$ cat config.mk
export PLATFORM = sky130hd
export DESIGN_NAME = sound_clip_scheduler
export DESIGN_NICKNAME = d
export VERILOG_FILES = /design/src/rtl/sound_clip_scheduler.sv
export SDC_FILE = /design/constraint.sdc
export NUM_CORES = 1
export LEC_CHECK = 0
export CORE_ASPECT_RATIO = 1.4
export CORE_MARGIN = 10
export CORE_UTILIZATION = 35
export CTS_CLUSTER_DIAMETER = 50
export DETAILED_ROUTE_END_ITERATION = 16
export GPL_ROUTABILITY_DRIVEN = 0
export SLEW_MARGIN = 20
export SYNTH_ARGS = -nofsm -noshare
export SYNTH_HDL_FRONTEND = slang
export SYNTH_SLANG_ARGS = --single-unit
$ cat constraint.sdc
create_clock -name CLOCK_50 -period 3.8 [get_ports CLOCK_50]
set_input_delay 0.57 -clock CLOCK_50 [delete_from_list [all_inputs] [get_ports CLOCK_50]]
set_output_delay 0.57 -clock CLOCK_50 [all_outputs]
set_load 0.05 [all_outputs]
$ cat src/rtl/sound_clip_scheduler.sv
// Sound clip scheduler: latches request pulses from the game logic, grants
// clips by fixed priority (clip 0 highest) and walks the shared clip ROM,
// handing one sample per SAMPLE_DIV cycles to the Audio_Controller.
//
// state | meaning
// ------+-------------------------------------------------------------
// IDLE  | nothing playing, grant the lowest pending clip
// FETCH | rom_addr stable, waiting ROM_LATENCY cycles for rom_q
// PUSH  | rom_q valid, waiting for FIFO space, then strobe the sample
// PACE  | spacing out samples; preemption is decided on exit
module sound_clip_scheduler #(
    parameter int                  ADDR_W      = 18,
    parameter int                  DATA_W      = 6,
    parameter int                  SAMPLE_DIV  = 1200,
    parameter int                  ROM_LATENCY = 2,
    parameter logic [4*ADDR_W-1:0] CLIP_START  = {18'd83255, 18'd66983, 18'd16396, 18'd0},
    parameter logic [4*ADDR_W-1:0] CLIP_END    = {18'd137138, 18'd83254, 18'd66982, 18'd16395},
    parameter logic [3:0]          LOOP_MASK   = 4'b0000
) (
    input  logic              CLOCK_50,
    input  logic              reset,
    input  logic [3:0]        req,
    input  logic              stop,
    input  logic [DATA_W-1:0] rom_q,
    input  logic              audio_out_allowed,
    output logic [ADDR_W-1:0] rom_addr,
    output logic [31:0]       audio_sample,
    output logic              write_audio_out,
    output logic              busy,
    output logic [1:0]        active_clip,
    output logic              clip_done
);

    // ROM_LATENCY is expected to be at least 1; FETCH then lasts exactly that long.
    localparam int CNT_W = $clog2(SAMPLE_DIV + 1);
    localparam logic [CNT_W-1:0] FETCH_LOAD = CNT_W'(ROM_LATENCY - 1);
    localparam logic [CNT_W-1:0] PACE_LOAD  = CNT_W'(SAMPLE_DIV - 2 - ROM_LATENCY);

    typedef enum logic [1:0] {IDLE, FETCH, PUSH, PACE} state_t;

    state_t           state;
    logic [3:0]       pending;
    logic [CNT_W-1:0] cnt;

    logic             pend_any;
    logic [1:0]       pend_idx;
    logic [3:0]       grant_mask;
    logic             preempt;
    logic [ADDR_W-1:0] grant_start;
    logic [ADDR_W-1:0] cur_start;
    logic [ADDR_W-1:0] cur_end;
    logic             cur_loop;

    // Lowest pending index and the table entries of the grant and current clip.
    always_comb begin
        pend_any = |pending;
        pend_idx = 2'd0;
        for (int i = 3; i >= 0; i--) begin
            if (pending[i]) pend_idx = 2'(i);
        end
        grant_mask  = 4'b0001 << pend_idx;
        preempt     = pend_any && (pend_idx < active_clip);
        grant_start = CLIP_START[pend_idx*ADDR_W +: ADDR_W];
        cur_start   = CLIP_START[active_clip*ADDR_W +: ADDR_W];
        cur_end     = CLIP_END[active_clip*ADDR_W +: ADDR_W];
        cur_loop    = LOOP_MASK[active_clip];
    end

    // Request latching, grant/preempt sequencing and sample pacing.
    always_ff @(posedge CLOCK_50) begin
        if (reset) begin
            state           <= IDLE;
            pending         <= '0;
            cnt             <= '0;
            rom_addr        <= '0;
            audio_sample    <= '0;
            write_audio_out <= 1'b0;
            busy            <= 1'b0;
            active_clip     <= 2'd0;
            clip_done       <= 1'b0;
        end else begin
            write_audio_out <= 1'b0;
            clip_done       <= 1'b0;
            if (stop) begin
                // Requests arriving together with stop are dropped as well.
                state   <= IDLE;
                pending <= '0;
                busy    <= 1'b0;
            end else begin
                pending <= pending | req;
                case (state)
                    IDLE: begin
                        if (pend_any) begin
                            active_clip <= pend_idx;
                            rom_addr    <= grant_start;
                            pending     <= (pending & ~grant_mask) | req;
                            cnt         <= FETCH_LOAD;
                            busy        <= 1'b1;
                            state       <= FETCH;
                        end
                    end
                    FETCH: begin
                        if (cnt == '0) state <= PUSH;
                        else           cnt   <= cnt - 1'b1;
                    end
                    PUSH: begin
                        if (audio_out_allowed) begin
                            write_audio_out <= 1'b1;
                            audio_sample    <= {rom_q, {(32-DATA_W){1'b0}}};
                            if (rom_addr != cur_end) begin
                                rom_addr <= rom_addr + ADDR_W'(1);
                                cnt      <= PACE_LOAD;
                                state    <= PACE;
                            end else if (cur_loop) begin
                                rom_addr <= cur_start;
                                cnt      <= PACE_LOAD;
                                state    <= PACE;
                            end else begin
                                clip_done <= 1'b1;
                                busy      <= 1'b0;
                                state     <= IDLE;
                            end
                        end
                    end
                    PACE: begin
                        if (cnt != '0) begin
                            cnt <= cnt - 1'b1;
                        end else if (preempt) begin
                            // Higher-priority clip takes over; the dropped one gets no clip_done.
                            active_clip <= pend_idx;
                            rom_addr    <= grant_start;
                            pending     <= (pending & ~grant_mask) | req;
                            cnt         <= FETCH_LOAD;
                            state       <= FETCH;
                        end else begin
                            cnt   <= FETCH_LOAD;
                            state <= FETCH;
                        end
                    end
                    default: state <= IDLE;
                endcase
            end
        end
    end

endmodule

==> metrics.txt <==
status=finished, final reports clean; first-pass GRT wire length=13.7 mm; residual DRC count=0; post-detail-place hpwl=6.27 mm; initial antenna violation count=0; Setup-failing EPs final=0; grt ovf=0; ANT cells=0; share of the synthesized area in the top cell type=30.6%; core area=8510 sq um; drt wl/cell=15.9 um; Worst-Skew Late Latency=290 ps; Synth area leader=dfxtp_1; dpl cells=518; fin crit share=79.4%; VDD IR-drop max=0.239 mV; Mean Syn Cell Area=7.74 sq um; CP Max Fanout=17; Clk pin slew, worst setup/hold paths=70 ps; vias per inst=5.36; GRT busiest layer=met2; Leakage=1.33 nW; # IOs=69; NumNets Final=446; Final WS setup=784 ps; routed wire length=8.35 mm; Post-synth top flop=dfxtp_1; CTS Buf Count=5; most area-consuming cells after synthesis=dfxtp_1 31%, buf_4 6.5%, a21oi_1 5.8%, nor2_1 5.1%, ha_1 5.0%; vias in the first global route=2758; Slew HR=44.4%; Fmax=0.332 GHz; clock buffer depth=2; P per Cell Area=349 nW/um^2; met1 usage=13.0%; post-synthesis to final-layout area growth=17.9%; register bit total from synthesis=46; EDFF count, synth=0; Hold Crit Start=cnt[1]; Cells after Synth=389; initial DRC count=126; max-cap viol count=0; Layout Cells excl Fill=526; Seq/Total Area, Yosys=30.6%; global routing usage on met2=23.0%; total power=0.00124 W; Synth cell types=54; Setup crit end kind=flip-flop; worst hold path type=reg2reg; Synth Cell Area=3010 sq um; Setup TNS=0 ps; gr usage total=12.8%; post-layout util=41.7%; Least-Margin Pin Slew=827 ps; Critical Path AT=3200 ps; clock sinks=46; most common cell in the netlist=dfxtp_1; CTS Root Cell=clkbuf_16; r2r startpoint=active_clip[0]; Yosys Warn Count=0; CTS-repair resized insts=0; final hold violations=0; TritonRoute pass-1 iters=5; GR Util met3=4.55%; Hold-fix buffers, CTS=0; ANT nets after route=0; Die Footprint=12800 sq um; FFs w/ async S/R, synth=0%; ratio of cells with drive above 1 in the final layout=4.99%; die height=130 um; starting density of the core=35.4%; worst slack, placed=775 ps; Setup Skew=9.50 ps; IO buf count=42; # H-tree levels=2; crit path time final=3020 ps; DIE WIDTH=98.4 um; via count=2819; CP required=3980 ps; CTS tree=yes; CP Launch Point=active_clip[0]; commonest cells in the netlist=46 x dfxtp_1, 41 x nor2_1, 35 x a21oi_1; CP Launch Type=flip-flop; Critical Setup Path Class=reg2reg; num rows=40; largest net degree at the start of global routing=29; Slew Limit Fails=0; Setup Buffers After CTS=0; RSZ-0062 raised after global routing=false
[placed cells by master (no fill, tap or decap), types with 3 or more instances in the layout]
| master | instances |
|---|---|
| a211oi_1 | 3 |
| a21oi_1 | 35 |
| a31oi_1 | 7 |
| and2_1 | 4 |
| and3_1 | 3 |
| and4_1 | 3 |
| buf_4 | 4 |
| clkbuf_16 | 5 |
| clkdlybuf4s50_1 | 42 |
| conb_1 | 26 |
| dfxtp_1 | 46 |
| ha_1 | 12 |
| inv_1 | 19 |
| mux2i_1 | 10 |
| nand2_1 | 22 |
| nand2b_1 | 7 |
| nand3_1 | 10 |
| nand4_1 | 6 |
| nor2_1 | 41 |
| nor2b_1 | 3 |
| nor3_1 | 18 |
| nor3b_1 | 3 |
| nor4_1 | 4 |
| o21ai_0 | 29 |
| o31ai_1 | 6 |
| or3_1 | 7 |
| or4_1 | 7 |
| xor2_1 | 4 |
[sequential cells by signal, summed over array words and instances, names as in the netlist]
signal,count
state,2
clip_done,1
audio_sample,6
busy,1
cnt,11
rom_addr,18
pending,4
active_clip,2
write_audio_out,1
[through the flow]
stage          hold WS, ps  area (sq um)
3_3_place_gp           455          3400
6_report               474          3550
3_5_place_dp           467          3400
5_1_grt                521          3550
2_1_floorplan          445          3100
4_1_cts                477          3550
[power by group]
group	leakage (nW)	total (W)	switching (W)	internal, W
clock network	0.0664	0.000455	0.000209	0.000247
registers	0.372	0.000514	0.0000195	0.000494
logic	0.893	0.000268	0.000189	0.0000792
[cells by family (layout without fill, tap and decap cells)]
family,after synthesis,in the layout,share of synthesized area (%)
AND/OR/NAND/NOR,143,143,25.0
AO/OA/AOI/OAI,103,103,21.6
buffers and inverters,66,73,11.9
flip-flops,46,46,30.6
adder cells (fa/ha/maj),12,12,4.99
multiplexers,12,12,4.07
XOR/XNOR,6,6,1.75
other,1,26,0.125
[layer usage]
| layer | vias up | part of all wire, % |
|---|---|---|
| met3 | 17 | 6.9 |
| met4 | 0 | 2.4 |
| li1 | 1410 | - |
| met2 | 69 | 51 |
| met1 | 1323 | 40 |
| met5 | - | 0 |
[critical path, stage by stage (launching register included)]
cell	delay, ps
dfxtp_1	460
inv_1	130
ha_1	270
or3_1	350
a222oi_1	460
nand4_1	350
o2111ai_2	300
buf_4	240
nor4_1	70
mux2_2	270
[area by class of cell]
type	count	area, sq um
Multi-Input combinational cell	302	1830
Clock inverter	3	23.8
Fill cell	899	4960
Clock buffer	5	125
Tap cell	105	131
Inverter	19	71.3
Sequential cell	46	921
Timing Repair Buffer	46	450
[final timing paths]
kind / cells after the start / slack (ps) / endpoint
max: 9 / 780 / rom_addr[13]
min: 2 / 470 / cnt[1]
max reg2reg: 9 / 780 / rom_addr[13]
min reg2reg: 2 / 470 / cnt[1]
No activity file was read; power rests on OpenSTA's default activity.
